===== src/rtl/draw_bg.sv =====
// Background draw stage: maps screen counts to an upscaled image address,
// reads the background ROM and re-aligns the timing signals with rgb.
module draw_bg #(
  parameter int ADDR_WIDTH = 16,
  parameter int DATA_WIDTH = 12,
  parameter int IMG_W = 256,
  parameter int IMG_H = 192,
  parameter int SCALE_SHIFT = 2,
  parameter int X_OFF = 0,
  parameter int Y_OFF = 0,
  parameter logic [DATA_WIDTH-1:0] BORDER_COLOR = 12'h060
) (
  input  logic                  clk,
  input  logic                  rst,
  input  logic [10:0]           hcount_in,
  input  logic [10:0]           vcount_in,
  input  logic                  hsync_in,
  input  logic                  hblnk_in,
  input  logic                  vsync_in,
  input  logic                  vblnk_in,
  output logic [ADDR_WIDTH-1:0] rom_addr,
  output logic                  rom_en,
  input  logic [DATA_WIDTH-1:0] rom_data,
  output logic [10:0]           hcount_out,
  output logic [10:0]           vcount_out,
  output logic                  hsync_out,
  output logic                  hblnk_out,
  output logic                  vsync_out,
  output logic                  vblnk_out,
  output logic [DATA_WIDTH-1:0] rgb_out
);

  if (longint'(IMG_W) * longint'(IMG_H) > (longint'(1) << ADDR_WIDTH)) begin : g_chk
    $error("draw_bg: IMG_W*IMG_H does not fit in ADDR_WIDTH");
  end

  logic signed [11:0] x_rel;
  logic signed [11:0] y_rel;
  logic signed [11:0] x_img;
  logic signed [11:0] y_img;
  logic               in_img;

  assign x_rel = $signed({1'b0, hcount_in}) - $signed(12'(X_OFF));
  assign y_rel = $signed({1'b0, vcount_in}) - $signed(12'(Y_OFF));
  assign x_img = x_rel >>> SCALE_SHIFT;
  assign y_img = y_rel >>> SCALE_SHIFT;

  assign in_img = !x_rel[11] && !y_rel[11]
               && (32'(x_img) < 32'(IMG_W))
               && (32'(y_img) < 32'(IMG_H));

  // Timing bundle: {hcount, vcount, hsync, hblnk, vsync, vblnk}
  logic [25:0] t_in;
  logic [25:0] t1;
  logic [25:0] t2;
  logic [25:0] t3;
  logic        img1;
  logic        img2;
  logic        rst_q;

  assign t_in = {hcount_in, vcount_in, hsync_in, hblnk_in, vsync_in, vblnk_in};

  always_ff @(posedge clk) begin
    if (rst) begin
      rom_addr <= '0;
      img1     <= 1'b0;
      img2     <= 1'b0;
      t1       <= '0;
      t2       <= '0;
      t3       <= '0;
      rgb_out  <= '0;
      rst_q    <= 1'b1;
    end else begin
      rom_addr <= in_img ? ADDR_WIDTH'(y_img * IMG_W + x_img) : '0;
      img1     <= in_img;
      img2     <= img1;
      t1       <= t_in;
      t2       <= t1;
      t3       <= t2;
      rst_q    <= 1'b0;
      if (t2[2] || t2[0])
        rgb_out <= '0;
      else if (img2)
        rgb_out <= rom_data;
      else
        rgb_out <= BORDER_COLOR;
    end
  end

  // ROM stays idle through reset and the first cycle after release.
  assign rom_en = !(rst || rst_q);

  assign hcount_out = t3[25:15];
  assign vcount_out = t3[14:4];
  assign hsync_out  = t3[3];
  assign hblnk_out  = t3[2];
  assign vsync_out  = t3[1];
  assign vblnk_out  = t3[0];

endmodule

===== config.mk =====
export PLATFORM = sky130hd
export DESIGN_NAME = draw_bg
export DESIGN_NICKNAME = d
export VERILOG_FILES = /design/src/rtl/draw_bg.sv
export SDC_FILE = /design/constraint.sdc
export NUM_CORES = 1
export LEC_CHECK = 0
export BUFFER_PORTS_ARGS = -buffer_cell sky130_fd_sc_hd__buf_2
export CORE_MARGIN = 10
export CORE_UTILIZATION = 49
export DETAILED_ROUTE_END_ITERATION = 6
export MAX_ROUTING_LAYER = met4
export PLACE_DENSITY = 0.78
export SLEW_MARGIN = 20
export SYNTH_ARGS = -nofsm -noshare
export SYNTH_HDL_FRONTEND = slang
export SYNTH_SLANG_ARGS = --single-unit

===== constraint.sdc =====
create_clock -name clk -period 1.9 [get_ports clk]
set_clock_uncertainty 0.15 [all_clocks]
set_input_delay 0.38 -clock clk [delete_from_list [all_inputs] [get_ports clk]]
set_output_delay 0.38 -clock clk [all_outputs]
set_load 0.1 [all_outputs]

==> metrics.txt <==
status finished, final reports clean; clock latency on the worst-skew pair 0.35 ns; syn_nets 294; layout cells sized above 1 0.325; Rel. slew slack 0.662; #FFs+latches synth 109; Clock Pin Slew Worst Setup and Hold Paths 0.09 ns; critical path endpoint category primary output; DRT iter0 DRCs 41; HP Class primary input to flop; post-route setup slack 0.274 ns; Post-CTS Setup Bufs 0; worst-case vdd ir drop 0.000587 V; pre-CTS setup slack 0.259 ns; Final ANT Viol Nets 0; setup total negative slack 0 ns; pin count of the biggest net entering global routing 44; clk buf depth 2; Cells after Synth 252; die area 9810 um2; design area 3810 um2; initial antenna violation count 0; Leakage 0.00178 uW; Netlist cell types 21; Pwr Total 4160 uW; CTS Hold Bufs 0; vias after detailed routing 1829; vias in the first global route 1825; Core Footprint 5990 um2; CTS Buf Count 9; Final Hold Vio Count 0; die height 99.1 um; routability cong. 0.783; crit path time final 1.63 ns; CP Cell Sequence buf_2; critical path launch point type flop; DR vias/cell 4.26; RSZ-0062 raised after global routing false; first drt pass iteration count 4; post-DR wirelength/cell 13.0 um; Starting Density 0.511; nets@finish 391; Mapped Area 3060 um2; Avg Synthesized Cell Area 12.2 um2; Buf+Inv Stages, Crit Path 1; residual DRC count 0; worst endpoint required time 1.37 ns; Crit Path Category flop to primary output; most frequent cells in the layout dfxtp_1 (109), buf_2 (93), nor2b_1 (80); max cap viols 0; synth-to-layout area growth 24.6%; CTS HTree Levels 3; clk root buf clkbuf_8; Die W 99.1 um; Max Slew Vio Count 0; synth warn 0; PD cells 1090 nW/um2; CP peak stage delay 0.42 ns; IO Port Bufs 94; commonest non-fill, non-tap cell in the layout dfxtp_1; worst-margin pin slew 0.510 ns; GRT Total Usage 0.120; # diodes 0; Final Setup Violations 0; post-detail-place hpwl 4.16 mm; total grt overflow 0; Min Hold Slack 0.0706 ns; first-pass GRT wire length 8.96 mm; clock sink count 109; CTS tree done; arrival time worst endpoint 1.10 ns; slowest CP cell buf_2; post-cts sizing count 0; register area share after synthesis 0.712; Max FO, Critical Path 1; Post-DP Area 3610 um2; CP top delay family buffers and inverters; Std-Cell Rows 28; Max Fclk 0.615 GHz; Total Wirelength 5.60 mm; boundary pin count 95; Final Cycle Share 0.856
[power by group]
part | switching, uW | total [uW] | internal (uW)
registers | 16.1 | 2380 | 2360
logic | 298 | 402 | 103
clock network | 697 | 1380 | 684
total | 1010 | 4160 | 3150
[Yosys cell counts, drive strengths merged]
library cell / instances / area (um2)
xnor2: 1 / 8.76
o21a: 1 / 7.51
clkbuf: 8 / 30.0
o21ai: 2 / 10.0
and2: 20 / 125
dfxtp: 109 / 2180
or3: 4 / 30.0
clkinv: 1 / 5.00
nor3: 1 / 5.00
ha: 2 / 25.0
a21o: 1 / 15.0
nand3: 3 / 15.0
xor2: 2 / 17.5
buf: 2 / 22.5
nor2: 5 / 21.3
nor2b: 80 / 500
inv: 3 / 11.3
a21oi: 4 / 20.0
nand2: 3 / 11.3
[stage by stage]
step | utilization | instances
floorplan | - | 252
global placement | 0.603 | 413
detailed placement | 0.603 | 413
CTS | 0.637 | 429
global route | 0.637 | 429
finish | 0.637 | 429
[registers in the layout (all words and copies together) (netlist names)]
register,cells
rom_addr,16
rst_q,1
t1,26
t3,26
img1,1
rgb_out,12
t2,26
img2,1
[path summary, 6_finish.rpt]
path               start    endpoint  slack (ns)  cells after the start
min reg2reg       t2[18]      t3[18]        0.29                      1
max reg2reg        t2[0]  rgb_out[4]        0.55                      3
max                t3[2]   hblnk_out        0.27                      1
min          rom_data[7]  rgb_out[7]        0.07                      2
[worst register-to-register path, delay by kind of cell, from the launching register on]
kind,cells,cell delay [ns]
simple gates,3,0.84
flops,1,0.32
[area by class of cell]
cell class | count | area (um2)
timing repair buffer | 96 | 500
sequential | 109 | 2180
inverter | 4 | 16.3
clock buffer | 13 | 159
tap | 75 | 93.8
clock inverter | 3 | 43.8
multi-input combinational | 129 | 820
fill | 480 | 2180
[layer usage]
metal | track usage | vias up | routed length [um]
met5 | - | - | 0
met4 | 0.0628 | 0 | 70
met3 | 0.0349 | 6 | 255
met2 | 0.198 | 53 | 2900
met1 | 0.127 | 809 | 2370
li1 | - | 961 | -
[logic make-up (layout without fill, tap and decap cells)]
kind of cell | Yosys count | count (layout) | share of synthesized area
AND/OR/NAND/NOR | 116 | 116 | 0.231
AO/OA/AOI/OAI | 8 | 8 | 0.0172
flip-flops | 109 | 109 | 0.712
XOR/XNOR | 3 | 3 | 0.00858
buffers and inverters | 14 | 116 | 0.0225
adder cells (fa/ha/maj) | 2 | 2 | 0.00817
No activity file was read; power rests on OpenSTA's default activity.
